==> src/rtl/dual_core_dispatch_scheduler_if.sv <==
// dual_core_dispatch_scheduler_if: instruction stream in, two core FIFO streams out.
// Ports: in_valid/in_instr/in_ready (stream), ck_valid/ck_instr/ck_ready (core k FIFO),
// ck_done (core k retire pulse). slave = scheduler side, master = environment side.
interface dual_core_dispatch_scheduler_if;
  logic        in_valid;
  logic [31:0] in_instr;
  logic        in_ready;
  logic        c0_valid;
  logic [31:0] c0_instr;
  logic        c0_ready;
  logic        c0_done;
  logic        c1_valid;
  logic [31:0] c1_instr;
  logic        c1_ready;
  logic        c1_done;
  modport master (
    output in_valid, in_instr, c0_ready, c0_done, c1_ready, c1_done,
    input  in_ready, c0_valid, c0_instr, c1_valid, c1_instr
  );
  modport slave (
    input  in_valid, in_instr, c0_ready, c0_done, c1_ready, c1_done,
    output in_ready, c0_valid, c0_instr, c1_valid, c1_instr
  );
endinterface

==> src/rtl/dual_core_dispatch_scheduler.sv <==
// dual_core_dispatch_scheduler: hazard-aware dispatch of one instruction stream to two cores.
// Ports: clk, resetn (sync, active-low), bus (slave modport: stream in, two core FIFOs out),
// stall_cnt (cycles stalled, saturating), drop_cnt (discarded no-ops, saturating).
module dual_core_dispatch_scheduler #(
  parameter int DEPTH = 4,
  parameter int CNT_W = 16
) (
  input  logic                 clk,
  input  logic                 resetn,
  dual_core_dispatch_scheduler_if.slave bus,
  output logic [CNT_W-1:0]     stall_cnt,
  output logic [CNT_W-1:0]     drop_cnt
);
  localparam int PW = $clog2(DEPTH);
  localparam int CW = $clog2(DEPTH + 1);
  localparam logic [CW-1:0] FULL = CW'(DEPTH);
  localparam logic [PW-1:0] LAST = PW'(DEPTH - 1);
  logic [11:0]      src_q [2][DEPTH];
  logic [11:0]      dst_q [2][DEPTH];
  logic [DEPTH-1:0] ent_v [2];
  logic [PW-1:0]    head [2];
  logic [PW-1:0]    tail [2];
  logic [CW-1:0]    cnt [2];
  logic [31:0]      ci [2];
  logic [1:0]       cv, rdy, done, hit, push, pop;
  logic [11:0]      s_tag, d_tag;
  logic             rr, drop, tgt, acc, in_ready, dispatch;
  assign rdy  = {bus.c1_ready, bus.c0_ready};
  assign done = {bus.c1_done, bus.c0_done};
  assign bus.in_ready = in_ready;
  assign bus.c0_valid = cv[0];
  assign bus.c1_valid = cv[1];
  assign bus.c0_instr = ci[0];
  assign bus.c1_instr = ci[1];
  always_comb begin
    s_tag = {bus.in_instr[23], bus.in_instr[10:0]};
    d_tag = {bus.in_instr[22], bus.in_instr[21:11]};
    drop  = bus.in_instr[23] & bus.in_instr[22];
    hit   = '0;
    for (int k = 0; k < 2; k++)
      for (int i = 0; i < DEPTH; i++)
        hit[k] = hit[k] | (ent_v[k][i] &
                 (s_tag == dst_q[k][i] || d_tag == src_q[k][i] || d_tag == dst_q[k][i]));
    tgt      = hit[0] ? 1'b0 : hit[1] ? 1'b1 : rr;
    acc      = (cnt[tgt] < FULL) && (!cv[tgt] || rdy[tgt]);
    in_ready = drop || (!(&hit) && acc);
    dispatch = bus.in_valid && in_ready && !drop;
    push     = dispatch ? (tgt ? 2'b10 : 2'b01) : 2'b00;
    pop[0]   = done[0] && cnt[0] != '0;
    pop[1]   = done[1] && cnt[1] != '0;
  end
  always_ff @(posedge clk) begin
    if (!resetn) begin
      for (int k = 0; k < 2; k++) begin
        ent_v[k] <= '0;
        head[k]  <= '0;
        tail[k]  <= '0;
        cnt[k]   <= '0;
        ci[k]    <= '0;
      end
      cv        <= '0;
      rr        <= 1'b0;
      stall_cnt <= '0;
      drop_cnt  <= '0;
    end else begin
      for (int k = 0; k < 2; k++) begin
        if (pop[k]) begin
          ent_v[k][head[k]] <= 1'b0;
          head[k]           <= head[k] == LAST ? '0 : head[k] + 1'b1;
        end
        // A push never targets a full core, so it cannot land on the slot being popped.
        if (push[k]) begin
          ent_v[k][tail[k]] <= 1'b1;
          src_q[k][tail[k]] <= s_tag;
          dst_q[k][tail[k]] <= d_tag;
          tail[k]           <= tail[k] == LAST ? '0 : tail[k] + 1'b1;
          ci[k]             <= bus.in_instr;
        end
        cnt[k] <= cnt[k] + CW'(push[k]) - CW'(pop[k]);
        cv[k]  <= push[k] | (cv[k] & ~rdy[k]);
      end
      // Only independent dispatches advance round-robin.
      if (dispatch && !(|hit))
        rr <= ~rr;
      if (bus.in_valid && !in_ready && !(&stall_cnt))
        stall_cnt <= stall_cnt + 1'b1;
      if (bus.in_valid && drop && !(&drop_cnt))
        drop_cnt <= drop_cnt + 1'b1;
    end
  end
endmodule

==> src/flat_wrapper.sv <==
// flat-port wrapper written by rule: the top's interface ports become plain ports
module dual_core_dispatch_scheduler_flat 
#(
  parameter int DEPTH = 4,
  parameter int CNT_W = 16
)
  (clk, resetn, stall_cnt, drop_cnt, bus_in_valid, bus_in_instr, bus_c0_ready, bus_c0_done, bus_c1_ready, bus_c1_done, bus_in_ready, bus_c0_valid, bus_c0_instr, bus_c1_valid, bus_c1_instr);
  dual_core_dispatch_scheduler_if bus_i ();
  input  logic clk;
  input  logic resetn;
  output logic [CNT_W-1:0] stall_cnt;
  output logic [CNT_W-1:0] drop_cnt;
  input wire logic [$bits(bus_i.in_valid)-1:0] bus_in_valid;
  input wire logic [$bits(bus_i.in_instr)-1:0] bus_in_instr;
  input wire logic [$bits(bus_i.c0_ready)-1:0] bus_c0_ready;
  input wire logic [$bits(bus_i.c0_done)-1:0] bus_c0_done;
  input wire logic [$bits(bus_i.c1_ready)-1:0] bus_c1_ready;
  input wire logic [$bits(bus_i.c1_done)-1:0] bus_c1_done;
  output wire logic [$bits(bus_i.in_ready)-1:0] bus_in_ready;
  output wire logic [$bits(bus_i.c0_valid)-1:0] bus_c0_valid;
  output wire logic [$bits(bus_i.c0_instr)-1:0] bus_c0_instr;
  output wire logic [$bits(bus_i.c1_valid)-1:0] bus_c1_valid;
  output wire logic [$bits(bus_i.c1_instr)-1:0] bus_c1_instr;
  assign bus_i.in_valid = bus_in_valid;
  assign bus_i.in_instr = bus_in_instr;
  assign bus_i.c0_ready = bus_c0_ready;
  assign bus_i.c0_done = bus_c0_done;
  assign bus_i.c1_ready = bus_c1_ready;
  assign bus_i.c1_done = bus_c1_done;
  assign bus_in_ready = bus_i.in_ready;
  assign bus_c0_valid = bus_i.c0_valid;
  assign bus_c0_instr = bus_i.c0_instr;
  assign bus_c1_valid = bus_i.c1_valid;
  assign bus_c1_instr = bus_i.c1_instr;
  dual_core_dispatch_scheduler #(.DEPTH(DEPTH), .CNT_W(CNT_W)) u_core (.clk(clk), .resetn(resetn), .bus(bus_i), .stall_cnt(stall_cnt), .drop_cnt(drop_cnt));
endmodule
==> config.mk <==
export PLATFORM = sky130hd
export DESIGN_NAME = dual_core_dispatch_scheduler_flat
export DESIGN_NICKNAME = d
export VERILOG_FILES = /design/src/rtl/dual_core_dispatch_scheduler_if.sv /design/src/rtl/dual_core_dispatch_scheduler.sv /design/src/flat_wrapper.sv
export SDC_FILE = /design/constraint.sdc
export NUM_CORES = 1
export LEC_CHECK = 0
export BUFFER_PORTS_ARGS = -buffer_cell sky130_fd_sc_hd__buf_2
export CAP_MARGIN = 20
export CORE_MARGIN = 1
export CORE_UTILIZATION = 55
export CTS_CLUSTER_SIZE = 20
export DETAILED_ROUTE_END_ITERATION = 10
export PLACE_DENSITY = 0.74
export RECOVER_POWER = 100
export SLEW_MARGIN = 0
export SYNTH_ARGS = -nofsm -noshare
export SYNTH_HDL_FRONTEND = slang
export SYNTH_SLANG_ARGS = --single-unit
==> constraint.sdc <==
create_clock -name clk -period 12.9 [get_ports clk]
set_input_delay 3.87 -clock clk [delete_from_list [all_inputs] [get_ports clk]]
set_output_delay 3.87 -clock clk [all_outputs]
set_load 0.02 [all_outputs]
# Yosys cells after proc, flatten, opt, wreduce, memory -nomap -nowiden
# Memory sizes are Yosys's and may differ from the RTL's.
# Index checks and enable logic that the tools add are counted.
# op_classes
add_sub_neg,10
order_cmp,14
n_eq_ne,28
n_mux,74
n_bitwise,48
n_reduce_logical,50
# ops
operator,n
$eq 12x12->1,24
$mux 48,6
$reduce_or 48->1,2
$mux 32,2
$demux 12 s2,2
$mux 1,42
$add 16x1->16 const B,2
$or 1x1->1,32
$reduce_and 16->1,2
$mux 12,2
$mux 2,10
$logic_or 1x1->1,18
$logic_and 1x1->1,17
$mux 4,4
$lt 2x3->1 const B,4
$and 1x1->1,11
$add 2x1->2 const B,4
$demux 1 s2,4
$eq 2x2->1 const B,4
$ge 2x1->1 const B,4
$logic_not 1->1,7
$add 3x1->3,2
$ge 3x3->1 const B,2
$lt 3x1->1 const B,2
9 further kinds,15
# word_totals
register_bits,35
mem_bits_rw,278
input_bits,39
word_cells,235
memories,7
# mem_list
memory,words,width,rd,rd_ports_with_merged_regs,write_ports,line_no,rtl
u_core.dst_q,2,48,2,0,1,dual_core_dispatch_scheduler.sv:19,logic [11:0] dst_q [2][DEPTH];
u_core.src_q,2,48,2,0,1,dual_core_dispatch_scheduler.sv:18,logic [11:0] src_q [2][DEPTH];
u_core.ci,2,32,2,0,2,dual_core_dispatch_scheduler.sv:24,logic [31:0] ci [2];
u_core.ent_v,2,4,2,0,2,dual_core_dispatch_scheduler.sv:20,logic [DEPTH-1:0] ent_v [2];
u_core.cnt,2,3,3,0,2,dual_core_dispatch_scheduler.sv:23,logic [CW-1:0] cnt [2];
u_core.head,2,2,2,0,2,dual_core_dispatch_scheduler.sv:21,logic [PW-1:0] head [2];
1 more memories,-,-,-,-,-,-,

# Longest topological paths before layout
# Gate-level depths: netlist of the first run.
# depth
ltp_word,24
depth_mapped,14
depth_no_buf,12

# Worst setup path after synthesis of the first run
# Ideal clock, no wire load.
# synth_timing
path_kind,input to output
from,in bus_in_instr[19]
to,out bus_in_ready
arrival_time_ns,5.781
slack_ns,3.249
path_stages,9
n_path_buf,1
path_cell_list,buf_4 xnor2_1 nand4_1 nor4_1 or4_1 or3_4 o21bai_4 o21a_2 nand2_1
# synth_via
elab_chain_len,16
# synth_rtl
element,line_no,rtl
"start, declared",flat_wrapper.sv:14,input wire logic [$bits(bus_i.in_instr)-1:0] bus_in_instr;
"parallel branches: the longest is 14 deep, another holds $mem_v2 2x3",-,
$logic_and 1x1->1 (*),dual_core_dispatch_scheduler.sv:46,in_ready = drop || (!(&hit) && acc);
$logic_or 1x1->1 (*),dual_core_dispatch_scheduler.sv:46,
"end, declared",flat_wrapper.sv:19,output wire logic [$bits(bus_i.in_ready)-1:0] bus_in_ready;
# Mark *: on every way between the ends. The select of a mux whose other input is x is not followed.

# Worst setup path in the final report of the first run
# Same ends and word-level chain as after synthesis.

==> flow_summary_export.csv, run 1 <==
group,metric,value,unit
cts,htreeDepth,2,
timing,period_minus_slack,11.61,ns
status,status,"finished, violations left",
synthesis,synthesis.area,0.01454,mm²
synthesis,synthArstFlopShare,0,%
cts,cts_tree,"done",
placement,port-buffer-count,137,
routing,totalWireLength,31.92,mm
placement,gp_congestion,0.8977,
setup_path,critPathRequiredTime,9.03,ns
power,power_density,152.2,mW/mm²
timing,worst_hold_slack,0.4964,ns
synthesis,syn_nets,1125,
grt,grt_pass1_vias,8549,
placement,hpwl,19.98,mm
timing,hold_viol,0,
synthesis,synth_warnings,0,
floorplan,pin_count,138,
cts,cts_setup_buffers,0,
routing,dr.pass1.iters,4,
power,worst_ir_drop_vdd,0.1438,mV
cts,holdBufCountCts,0,
timing,fin_setup_tns,0,ns
synthesis,synth_edf_count,268,
timing,tightest_slew,2.018,ns
min_path,worstHoldStart,"u_core.stall_cnt[8]",
synthesis,ys.flop_type,"edfxtp_1",
routing,via_per_inst,5.596,
timing,fin_skew,0.01978,ns
power,power,2.469,mW
final_layout,fin_area,0.01622,mm²
routing,drcViolationCount,0,
cts,numClockSinks,313,
synthesis,ys_seq_elements,313,
status,violations,"capacitance limit, slew limit",
routing,routedWlPerCell,20.51,µm
setup_path,r2r_start,"u_core.dst_q[0][68]",
cts,clk-insertion-delay-late,0.52,ns
synthesis,synth_top_area_share,55.35,%
grt,grt_pass1_wl,47.52,mm
grt,grt_use_total,23.69,%
routing,ant_nets,0,
final_layout,final_nets,1259,
timing,min_period_over_period,90.02,%
floorplan,coreArea,0.02598,mm²
min_path,hold_class,"reg2reg",
synthesis,syn_inst,1062,
final_layout,area_growth_syn_to_layout,11.58,%
placement,postPlaceCellArea,0.01527,mm²
timing,rsz0062_at_grt,"false",
floorplan,fp.dieW,164.6,µm
cts,root_buffer,"clkbuf_16",
placement,dp_slack,2.403,ns
setup_path,startpoint,"bus_in_instr[19]",
setup_path,cp.arrival,7.74,ns
cts,clock_tree.buffer_depth,3,
grt,grt.overflow.total,0,
timing,setup_viol,0,
final_layout,num_antenna_cells,0,
floorplan,rows,59,
synthesis,yosys-top-cells-area,"edfxtp_1 (55%), xnor2_1 (18%), dfxtp_1 (6.2%)",
cts,numCtsBuffers,34,
power,power_leakage,5.186,nW
setup_path,cp-start-kind,"input pin",
routing,num_vias,8707,
cts,cts_resized,0,
setup_path,end_kind,"output pin",
grt,antenna_found_initial,0,
floorplan,die_h,164.6,µm
synthesis,yosys.area.top_type,"edfxtp_1",
setup_path,path_max_fanout,25,
timing,max_freq,0.08611,GHz
floorplan,start_util,55.95,%
floorplan,die_area,0.02709,mm²
timing,finalMaxSlewViolations,471,
cts,clkSlewWorstSetupHoldPaths,0.05,ns
grt,grt_max_degree,40,
timing,max_slew_margin,-34.56,%
routing,drt_iter0_markers,549,
setup_path,critical_path_class,"in2out",
synthesis,syn_area_per_cell,13.69,µm²
job,drv_cap,18,
synthesis,synth.distinct_cells,57,
final_layout,drive_above_1_share,5.815,%
synthesis,yosysSeqAreaShare,61.55,%
timing,finalWorstSetupSlack,1.287,ns
## sequential cells by signal, summed over array words and instances, names as in the netlist
name / cells
u_core.dst_q: 96
u_core.head: 4
u_core.stall_cnt: 16
u_core.tail: 4
u_core.src_q: 96
u_core.ci: 64
u_core.cnt: 6
u_core.rr: 1
u_core.drop_cnt: 16
u_core.cv: 2
u_core.ent_v: 8
## layout make-up
class / instances / area [µm²]
Inverter: 18 / 67.56
Timing Repair Buffer: 146 / 564.3
Sequential cell: 313 / 8949
Clock inverter: 18 / 227.7
Multi-Input combinational cell: 683 / 5090
Fill cell: 2046 / 9762
Tap cell: 335 / 419.2
Clock buffer: 43 / 905.9
## cell usage after synthesis, types with 17 or more instances
master    number
xnor2_1      295
nand2_1       53
ha_1          22
nand4_1       58
and2_1        49
dfxtp_1       45
nor4_1        29
inv_1         17
nor2_1        22
buf_4         21
nand3_1       34
edfxtp_1     268
## worst paths after layout
| path | endpoint | slack [ns] | cells after the start |
|---|---|---|---|
| worst max-delay path | bus_in_ready | 1.29 | 10 |
| worst min-delay path | u_core.stall_cnt[8] | 0.50 | 2 |
| worst max register to register | u_core.src_q[0][52] | 7.81 | 10 |
| worst min register to register | u_core.stall_cnt[8] | 0.50 | 2 |
## kinds of logic after synthesis
logic type	synth area share, %
simple gates	11.82
compound gates	2.040
fa+ha+maj	2.169
buf+inv	3.279
mux	0.8262
flops	61.55
xor+xnor	18.31
## report_power, final
part / total (mW) / leakage, nW / switching (mW) / internal, mW
Sequential: 1.19 / 2.89 / 0.0290 / 1.16
Combinational: 0.288 / 1.75 / 0.189 / 0.0994
Clock: 0.989 / 0.539 / 0.389 / 0.600
## layout by cell type, fill, tap and decap left out, drive strengths merged, types with 3 or more instances in the layout
cell type / synthesis / layout
nor2: 23 / 23
nand4: 59 / 59
buf: 39 / 13
and2: 49 / 49
nor3: 8 / 8
a21oi: 8 / 8
clkinv: 1 / 9
xnor2: 295 / 295
nand2: 53 / 53
a21o: 4 / 4
nand2b: 13 / 13
or3: 6 / 6
nor3b: 3 / 3
bufinv: 0 / 5
clkinvlp: 0 / 4
a32o: 4 / 4
edfxtp: 268 / 268
nand3: 36 / 36
ha: 22 / 22
mux2i: 12 / 12
o21ai: 6 / 6
xor2: 9 / 9
dfxtp: 45 / 45
or4: 3 / 3
clkbuf: 8 / 176
and3: 15 / 15
a211o: 4 / 4
inv: 17 / 18
nor4: 29 / 29
## per-layer routing
metal  wire, µm  up-vias  global-route usage (%)  part of all wire, %
met4       1342        0                   11.80                  4.2
met1      13170     4267                   30.07                   41
met2      15530      295                   39.69                   49
li1           -     4053                       -                    -
met5          0        -                       0                    0
met3       1874       92                   3.491                  5.9
## metrics by stage
step                      util [%]  cells
after floorplan                  -   1062
after global routing         62.43   1556
after CTS                    63.13   1550
final                        62.43   1556
after detailed placement     58.77   1489
after global placement       58.77   1489
## worst max-delay path: stages
cell	delay, ns
clkbuf_1	1.30
xnor2_1	0.26
nand4_1	0.20
nor4_1	0.08
or4_1	0.55
nor3_1	0.57
nand3_2	0.28
o21a_1	0.26
nand2_1	0.11
clkbuf_1	0.24
Power figures use the tool's default switching activity.
==> run 2: changes to the inputs <==
- PLACE_DENSITY: 0.74 -> 0.75
==> flow_summary_export.csv, run 2 (same netlist as run 1, synthesis figures left out) <==
group,metric,value,unit
floorplan,die_h,164.6,µm
setup_path,cpPeakStageDelay,1.35,ns
timing,rsz0062_at_grt,"false",
cts,numCtsBuffers,35,
setup_path,reg2reg_slack,7.72,ns
floorplan,coreArea,0.02598,mm²
status,violations,"capacitance limit, slew limit",
floorplan,rows,59,
routing,drcViolationCount,0,
min_path,hold_class,"reg2reg",
cts,clk-insertion-delay-late,0.51,ns
routing,via_per_inst,5.641,
setup_path,ff2ff_path_depth,10,
timing,max_slew_margin,-32.83,%
setup_path,critical_path_class,"in2out",
placement,gp_congestion,0.9010,
grt,grt_max_degree,40,
routing,ant_nets,0,
final_layout,layout_common_cells,"xnor2_1 (295), edfxtp_1 (268), clkbuf_1 (136)",
grt,grt_pass1_vias,8919,
timing,tightest_slew,1.993,ns
setup_path,cp-start-kind,"input pin",
setup_path,critPathRequiredTime,9.03,ns
placement,port-buffer-count,137,
floorplan,pin_count,138,
job,drv_cap,16,
setup_path,crit_chain,"clkbuf_1 -> xnor2_1 -> nand4_1 -> nor4_1 -> or4_1 -> nor3_1 -> nand3_1 -> o21a_2 -> nand2_1 -> buf_2",
timing,finalMaxSlewViolations,415,
min_path,worstHoldStart,"u_core.drop_cnt[15]",
timing,period_minus_slack,11.56,ns
routing,totalWireLength,32.92,mm
routing,drt_iter0_markers,639,
timing,finalWorstSetupSlack,1.341,ns
setup_path,cp.arrival,7.69,ns
cts,holdBufCountCts,0,
grt,grt_pass1_wl,49.70,mm
final_layout,drive_above_1_share,6.066,%
cts,htreeDepth,2,
timing,fin_setup_tns,0,ns
routing,routedWlPerCell,21.17,µm
routing,dr.pass1.iters,5,
min_path,hold_path_depth,2,
timing,min_period_over_period,89.60,%
grt,grt.overflow.total,0,
routing,num_vias,8772,
timing,hold_viol,0,
status,status,"finished, violations left",
cts,cts_setup_buffers,0,
cts,root_buffer,"clkbuf_16",
setup_path,end_kind,"output pin",
final_layout,final_nets,1261,
cts,clkSlewWorstSetupHoldPaths,0.06,ns
placement,hpwl,20.31,mm
grt,grtUsageMet3,3.742,%
floorplan,die_area,0.02709,mm²
setup_path,r2r_end,"u_core.dst_q[0][49]",
power,power_leakage,5.227,nW
grt,gr-usage-met1,31.45,%
placement,dp_slack,2.361,ns
setup_path,r2r_start,"u_core.dst_q[0][63]",
final_layout,num_antenna_cells,0,
cts,numClockSinks,313,
final_layout,area_growth_syn_to_layout,11.94,%
power,power_density,154.7,mW/mm²
final_layout,final_common_cell,"xnor2_1",
power,worst_ir_drop_vdd,0.1299,mV
cts,clock_tree.buffer_depth,3,
setup_path,path_max_fanout,25,
timing,worst_hold_slack,0.4972,ns
min_path,hold-path-endpoint,"u_core.drop_cnt[15]",
floorplan,start_util,55.95,%
final_layout,final_util,62.63,%
grt,grt_busiest_layer,"met2",
cts,cts_tree,"done",
timing,fin_skew,0.01313,ns
floorplan,fp.dieW,164.6,µm
grt,antenna_found_initial,0,
cts,cts_resized,0,
grt,use_met2,41.88,%
grt,grt_use_total,24.63,%
setup_path,crit_slowest_cell,"clkbuf_1",
timing,max_freq,0.08651,GHz
timing,setup_viol,0,
[run 2: cell types whose count changed in the layout (fill, tap and decap cells not counted), sizes merged]
cell	delta
clkbuf	-3
clkinv	+3
buf	+1
bufinv	+1
clkinvlp	-3
[run 2: layout make-up]
| cell class | instances | area (µm²) |
|---|---|---|
| fill | 2036 | 9709 |
| inverter | 18 | 67.56 |
| clock buffer | 40 | 937.1 |
| multi-input combinational | 683 | 5086 |
| timing repair buffer | 147 | 569.3 |
| tap | 335 | 419.2 |
| clock inverter | 19 | 247.7 |
| sequential | 313 | 8949 |
[run 2: routing by layer]
layer	up-vias	part of all wire, %
li1	4057	-
met1	4361	42
met2	279	49
met3	75	5.3
met4	0	3.5
met5	-	0
[run 2: how the worst max path moves through the flow]
| stage | from | endpoint | cells past startpoint |
|---|---|---|---|
| floorplan | bus_in_instr[19] | bus_in_ready | 9 |
| finish | bus_in_instr[18] | bus_in_ready | 10 |
| detailed placement | bus_in_instr[18] | bus_in_ready | 10 |
| global placement | bus_in_instr[14] | bus_in_ready | 10 |
| global route | bus_in_instr[22] | bus_in_ready | 10 |
| CTS | bus_in_instr[18] | bus_in_ready | 10 |
[run 2: metrics by stage]
step / cell area [µm²] / instances / total power [mW]
after floorplan: 14540 / 1062 / 1.426
after global placement: 15260 / 1488 / 1.501
after detailed placement: 15290 / 1489 / 1.512
after CTS: 16480 / 1548 / 2.539
after global routing: 16280 / 1555 / 2.605
final: 16280 / 1555 / 2.517
[run 2: report_power, final]
part | switching [mW] | internal (mW) | leakage, nW | total, mW
sequential | 0.0307 | 1.16 | 2.89 | 1.19
combinational | 0.191 | 0.100 | 1.75 | 0.291
clock | 0.393 | 0.640 | 0.582 | 1.03
total | 0.614 | 1.90 | 5.23 | 2.52
[run 2: critical path: cells and delay by family]
family                 cells  cell delay [ns]
AND/OR/NAND/NOR            6             1.76
buffers and inverters      2             1.53
AO/OA/AOI/OAI              1             0.27
XOR/XNOR                   1             0.23
